File: src/rtl/snes_rst_seq.sv
// snes_rst_seq: power-up and reset sequencer for the SNES core.
// Sequence: POR -> SDRAM_INIT -> LOAD -> HOLD -> RUN. A debounced user button
// in RUN re-pulses the core reset. A ROM download in RUN parks the core in LOAD.
// Loss of SDRAM init in LOAD/HOLD/RUN falls back to SDRAM_INIT.
// Optional build macro RST_SEQ_WATCHDOG_EN: SDRAM_INIT times out after
// WDT_CYCLES and restarts from POR, counting restarts in sdram_retry
// (saturating at 15). Without the macro SDRAM_INIT waits forever and
// sdram_retry stays 0.
module snes_rst_seq #(
  parameter int POR_CYCLES      = 864000,
  parameter int HOLD_CYCLES     = 1024,
  parameter int DEBOUNCE_CYCLES = 432000,
  parameter int WDT_CYCLES      = 8640000
) (
  input  logic       clk,
  input  logic       rst,
  input  logic       sdram_init_done,
  input  logic       loading,
  input  logic       btn_reset,
  output logic       sdram_rst,
  output logic       core_rst,
  output logic       core_ready,
  output logic [2:0] state,
  output logic [3:0] sdram_retry
);

  typedef enum logic [2:0] {
    ST_POR        = 3'd0,
    ST_SDRAM_INIT = 3'd1,
    ST_LOAD       = 3'd2,
    ST_HOLD       = 3'd3,
    ST_RUN        = 3'd4
  } state_t;

  // Terminal counts: a state lasting N cycles leaves when the counter reads N-1.
  localparam logic [23:0] POR_LAST  = 24'(POR_CYCLES - 1);
  localparam logic [23:0] HOLD_LAST = 24'(HOLD_CYCLES - 1);
  localparam logic [23:0] DEB_LAST  = 24'(DEBOUNCE_CYCLES - 1);
  localparam logic [23:0] WDT_LAST  = 24'(WDT_CYCLES - 1);

`ifdef RST_SEQ_WATCHDOG_EN
  localparam logic WDT_EN = 1'b1;
`else
  localparam logic WDT_EN = 1'b0;
`endif

  // FSM registers
  state_t      r_state;
  logic [23:0] r_cnt;
  logic        r_sdram_rst;
  logic        r_core_rst;
  logic        r_core_ready;
  logic [3:0]  r_retry;

  // Button conditioning registers
  logic        r_sync1;
  logic        r_sync2;
  logic        r_db;
  logic [23:0] r_db_cnt;
  logic        r_press;

  // Next-state decode
  state_t      w_next;
  logic        w_wdt_fire;

  // Next-state selection; SDRAM loss has priority, then ROM load, then the button.
  always_comb begin
    w_next     = r_state;
    w_wdt_fire = 1'b0;
    case (r_state)
      ST_POR: begin
        if (r_cnt == POR_LAST) w_next = ST_SDRAM_INIT;
      end
      ST_SDRAM_INIT: begin
        if (sdram_init_done) begin
          w_next = ST_LOAD;
        end else if (WDT_EN && (r_cnt == WDT_LAST)) begin
          w_next     = ST_POR;
          w_wdt_fire = 1'b1;
        end
      end
      ST_LOAD: begin
        if (!sdram_init_done) w_next = ST_SDRAM_INIT;
        else if (!loading)    w_next = ST_HOLD;
      end
      ST_HOLD: begin
        if (!sdram_init_done)        w_next = ST_SDRAM_INIT;
        else if (r_cnt == HOLD_LAST) w_next = ST_RUN;
      end
      ST_RUN: begin
        // A press arriving together with a ROM load loses to the load.
        if (!sdram_init_done) w_next = ST_SDRAM_INIT;
        else if (loading)     w_next = ST_LOAD;
        else if (r_press)     w_next = ST_HOLD;
      end
      default: w_next = ST_POR;
    endcase
  end

  // State, per-state cycle counter, registered outputs and retry counter.
  always_ff @(posedge clk or posedge rst) begin
    if (rst) begin
      r_state      <= ST_POR;
      r_cnt        <= 24'd0;
      r_sdram_rst  <= 1'b1;
      r_core_rst   <= 1'b1;
      r_core_ready <= 1'b0;
      r_retry      <= 4'd0;
    end else begin
      r_state <= w_next;
      // Counter restarts on every state entry and sticks at full scale
      // so an indefinite wait never wraps into a false terminal count.
      if (w_next != r_state)      r_cnt <= 24'd0;
      else if (r_cnt != 24'hFFFFFF) r_cnt <= r_cnt + 24'd1;
      // Outputs are decoded from the next state so they line up with it.
      r_sdram_rst  <= (w_next == ST_POR);
      r_core_rst   <= (w_next != ST_RUN);
      r_core_ready <= (w_next == ST_RUN);
      if (w_wdt_fire && (r_retry != 4'hF)) r_retry <= r_retry + 4'd1;
    end
  end

  // Button: 2-flop synchroniser, stable-time debounce, one-cycle press pulse.
  always_ff @(posedge clk or posedge rst) begin
    if (rst) begin
      r_sync1  <= 1'b0;
      r_sync2  <= 1'b0;
      r_db     <= 1'b0;
      r_db_cnt <= 24'd0;
      r_press  <= 1'b0;
    end else begin
      r_sync1 <= btn_reset;
      r_sync2 <= r_sync1;
      r_press <= 1'b0;
      if (r_sync2 != r_db) begin
        if (r_db_cnt == DEB_LAST) begin
          r_db     <= r_sync2;
          r_db_cnt <= 24'd0;
          // Only the debounced rising edge counts as a press.
          r_press  <= r_sync2;
        end else begin
          r_db_cnt <= r_db_cnt + 24'd1;
        end
      end else begin
        r_db_cnt <= 24'd0;
      end
    end
  end

  assign state       = r_state;
  assign sdram_rst   = r_sdram_rst;
  assign core_rst    = r_core_rst;
  assign core_ready  = r_core_ready;
  assign sdram_retry = r_retry;

endmodule

File: config.mk
export PLATFORM = sky130hd
export DESIGN_NAME = snes_rst_seq
export DESIGN_NICKNAME = d
export VERILOG_FILES = /design/src/rtl/snes_rst_seq.sv
export SDC_FILE = /design/constraint.sdc
export NUM_CORES = 1
export LEC_CHECK = 0
export CAP_MARGIN = 20
export CORE_MARGIN = 2
export CORE_UTILIZATION = 30
export DETAILED_ROUTE_END_ITERATION = 10
export REMOVE_ABC_BUFFERS = 1
export SLEW_MARGIN = 20
export SYNTH_ARGS = -nofsm -noshare
export SYNTH_HDL_FRONTEND = slang
export SYNTH_SLANG_ARGS = --single-unit
File: constraint.sdc
create_clock -name clk -period 5.77 [get_ports clk]
set_input_delay 1.154 -clock clk [delete_from_list [all_inputs] [get_ports clk]]
set_output_delay 1.154 -clock clk [all_outputs]
set_load 0.05 [all_outputs]
==> results.md <==
* Post-DP HPWL at between 4000 and 5000 um
* CTS Buf Count at 9
* Post-cts resize count at 0
* Drt drc at 0
* Hold Path Depth at 0
* Clock Latency Late Sink at ~330 ps
* CP max FO at 10
* Worst Path Required at approximately 4600 ps
* Yosys cell types at 50
* Fmax at about 350 MHz
* Clock skew at just under 8 ps
* Die span in x at 106 um
* Worst Setup EP: state[0]
* Share of cells above drive strength 1 at between 10% and 20%
* Synthesis-to-layout area growth at 12.7%
* Ant diodes at 0
* Wire length per cell at approximately 12 um
* Fillers at 1,022
* Post-synthesis mux area share at less than 1%
* IO Pins at 15
* GR Util met3 at approximately 2.0%
* Top cells by area, synth: dfrtp_1 (45%), xnor2_1 (7.8%), nor2_1 (6.3%)
* CTS tree: built
* Maxcap violations at 0
* Post-synth top area cell: dfrtp_1
* Top-count cell post-synth: dfrtp_1
* Post-CTS setup buffer count at 0
* EDFF count, synth at 0
* Worst Setup SP: state[0]$_DFF_PP0_
* Crit-path max cell delay at slightly below 900 ps
* ANT nets after route at 0
* Busiest grt layer: met2
* Pwr Density at 287 nW/um^2
* Synth Cell Area at between 3000 and 4000 sq um
* Min Tclk post-route at approximately 2900 ps
* Num rows at 37
* P_leak at 1.45 nW
* Initial Utilization at between 30% and 40%
* RR Endpoint: r_cnt[2]$_DFFE_PP0P_
* Worst Reg-to-Reg Cells at 6
* Sum of negative setup slack at 0 ps
* Flop-to-flop setup slack at about 3100 ps
* First-pass GRT wire length at approximately 11,000 um
* Largest family of logic cells by synthesized area: simple AND/OR/NAND/NOR gates
* Crit share post-route at between 40% and 50%
* Antenna violations before repair at 0
* Crit path depth at 1
* Worst path top cell family by delay: buffers and inverters
* DRT iter0 DRCs at roughly 150
* Buffers on Ports at 10
* Final wirelength at roughly 5900 um
* Setup-failing EPs final at 0
* Measured slew at the worst slew-check pin at 1070 ps
* WP data arrival at 1710 ps
* XOR/XNOR share of the synthesized area at around an eighth
* Crit path cell chain: clkdlybuf4s50_1
* CTS Hold Bufs at 0
* Sequential cell area at about 1500 sq um
* Gr usage total at 11.5%
* Pre-CTS WS at roughly 2600 ps
* Max Transition Viols Final at 0
* Ys async rst share at 100%
* GRT Residual Overflow at 0
* Met2 usage at ~18%
* HP Class: register to register
* Clock sink total at between 50 and 60
* Vias/cell at around 4.8
* Final GP Congestion at 0.772
* Multi-input logic area at around 1500 sq um
* Final hold vios at 0
* Seq/Total Area, Yosys at 46.4%
* Slowest-stage cell, CP: clkdlybuf4s50_1
* Post-synthesis register bit count at between 50 and 60
* Synth Warn # at 0
* Clock Pin Slew Worst Setup and Hold Paths at 60 ps
* Die area at around 11,000 sq um
* First-pass DRT Iterations at 4
* Vias in the first global route at roughly 2,300
* Post-synthesis compound-gate area fraction at between 7 and 8%
* CP Buf/Inv Count at 1
* Routing usage on met1 at roughly 15%
* Worst rel slew slack at around 29%
* Startpoint types: register
* Root buf cell: clkbuf_8
* Clock tree buffer depth at 2
* RSZ-0062 raised after global routing: no
* Post-Synth Adder-Cell Area at less than 1%
* Synth Area in Simple Gates at ~28%
* Status: finished, final reports clean
* Syn_area_per_cell at roughly 9.6 sq um
* Final core utilization at roughly 35%
* Number of H-tree levels at 3
* Die height at ~110 um
* Final setup margin at a little under 3000 ps
* Layout Nets at approximately 340
* Maximum vdd drop at 0.000113 V
* Largest net degree at the start of global routing at between 50 and 60
* Core area at between 10,000 and 15,000 sq um
* CP Class: register to primary output
* Cells after synthesis at around 330
* Crit Reg-Reg Startpoint: r_cnt[0]$_DFFE_PP0P_
* Top cell type's share of synthesized area at 44.7%
* Vias after detailed routing at about 2,300
* Main synth FF type: dfrtp_1
* CP endpoint kind: primary output
* Commonest cells in the netlist: dfrtp_1 (56), nor2_1 (53), xnor2_1 (28), nand2_1 (25)
[final cells by class]
| cell class | count | area share [%] |
|---|---|---|
| clock inverter | 2 | 0.992 |
| clock buffer | 13 | 4.78 |
| timing repair buffer | 12 | 3.26 |
| tap | 136 | 4.82 |
| sequential | 58 | 41.2 |
| multi-input combinational | 245 | 43.8 |
| inverter | 11 | 1.17 |
[worst min-delay path by stage]
stage / end / slack [ps] / from
floorplan: r_sync2$_DFF_PP0_ / 330 / r_sync1$_DFF_PP0_
global placement: r_sync2$_DFF_PP0_ / 340 / r_sync1$_DFF_PP0_
detailed placement: r_sync2$_DFF_PP0_ / 340 / r_sync1$_DFF_PP0_
CTS: r_sync2$_DFF_PP0_ / 360 / r_sync1$_DFF_PP0_
global route: r_sync2$_DFF_PP0_ / 380 / r_sync1$_DFF_PP0_
finish: r_sync2$_DFF_PP0_ / 360 / r_sync1$_DFF_PP0_
[logic make-up (layout without fill, tap and decap cells)]
family,Yosys count,after routing
adders and majority gates,2,2
xor gates and xnor gates,42,42
and+or+nand+nor,161,161
AOI/OAI and AO/OA,35,35
buffers and inverters,26,38
DFF,58,58
other,1,4
muxes,1,1
[through the flow]
stage | total power, W | cell area, sq um | cells | hold slack [ps]
after floorplan | 0.000587 | 3040 | 314 | 331
after global placement | 0.000634 | 3330 | 462 | 341
after CTS | 0.00103 | 3530 | 477 | 357
after global routing | 0.00106 | 3530 | 477 | 375
final | 0.00101 | 3530 | 477 | 357
after detailed placement | 0.000637 | 3330 | 462 | 343
[report_power, final]
part	switching, W	internal (W)
Clock	0.000152	0.000232
Sequential	0.0000314	0.000431
Combinational	0.000107	0.0000594
[layer usage]
| metal | share of wire (%) | vias up |
|---|---|---|
| met2 | 46 | 23 |
| met1 | 50 | 1129 |
| met3 | 2.2 | 6 |
| met4 | 1.4 | 0 |
| met5 | 0 | - |
| li1 | - | 1149 |
[flip-flops by register name, indices dropped and copies added, names as in the netlist]
name and flops:
core_ready 1, core_rst 1, r_cnt 24, r_db 1, r_db_cnt 24, r_press 1
r_sync1 1, r_sync2 1, sdram_rst 1, state 3
[cell usage in the layout, fill, tap and decap left out, types with 3 or more instances in the layout]
master,n
or2_2,3
conb_1,4
nor4_1,5
nand3_1,15
nand4_1,15
nor2_1,53
a21oi_1,13
dfrtp_1,56
and3_1,6
nor3_1,8
nor4b_1,3
clkbuf_8,12
or4_1,5
inv_1,10
xor2_1,14
a211oi_1,8
nand2_1,25
xnor2_1,28
clkdlybuf4s50_1,10
No activity file was read; power rests on OpenSTA's default activity.
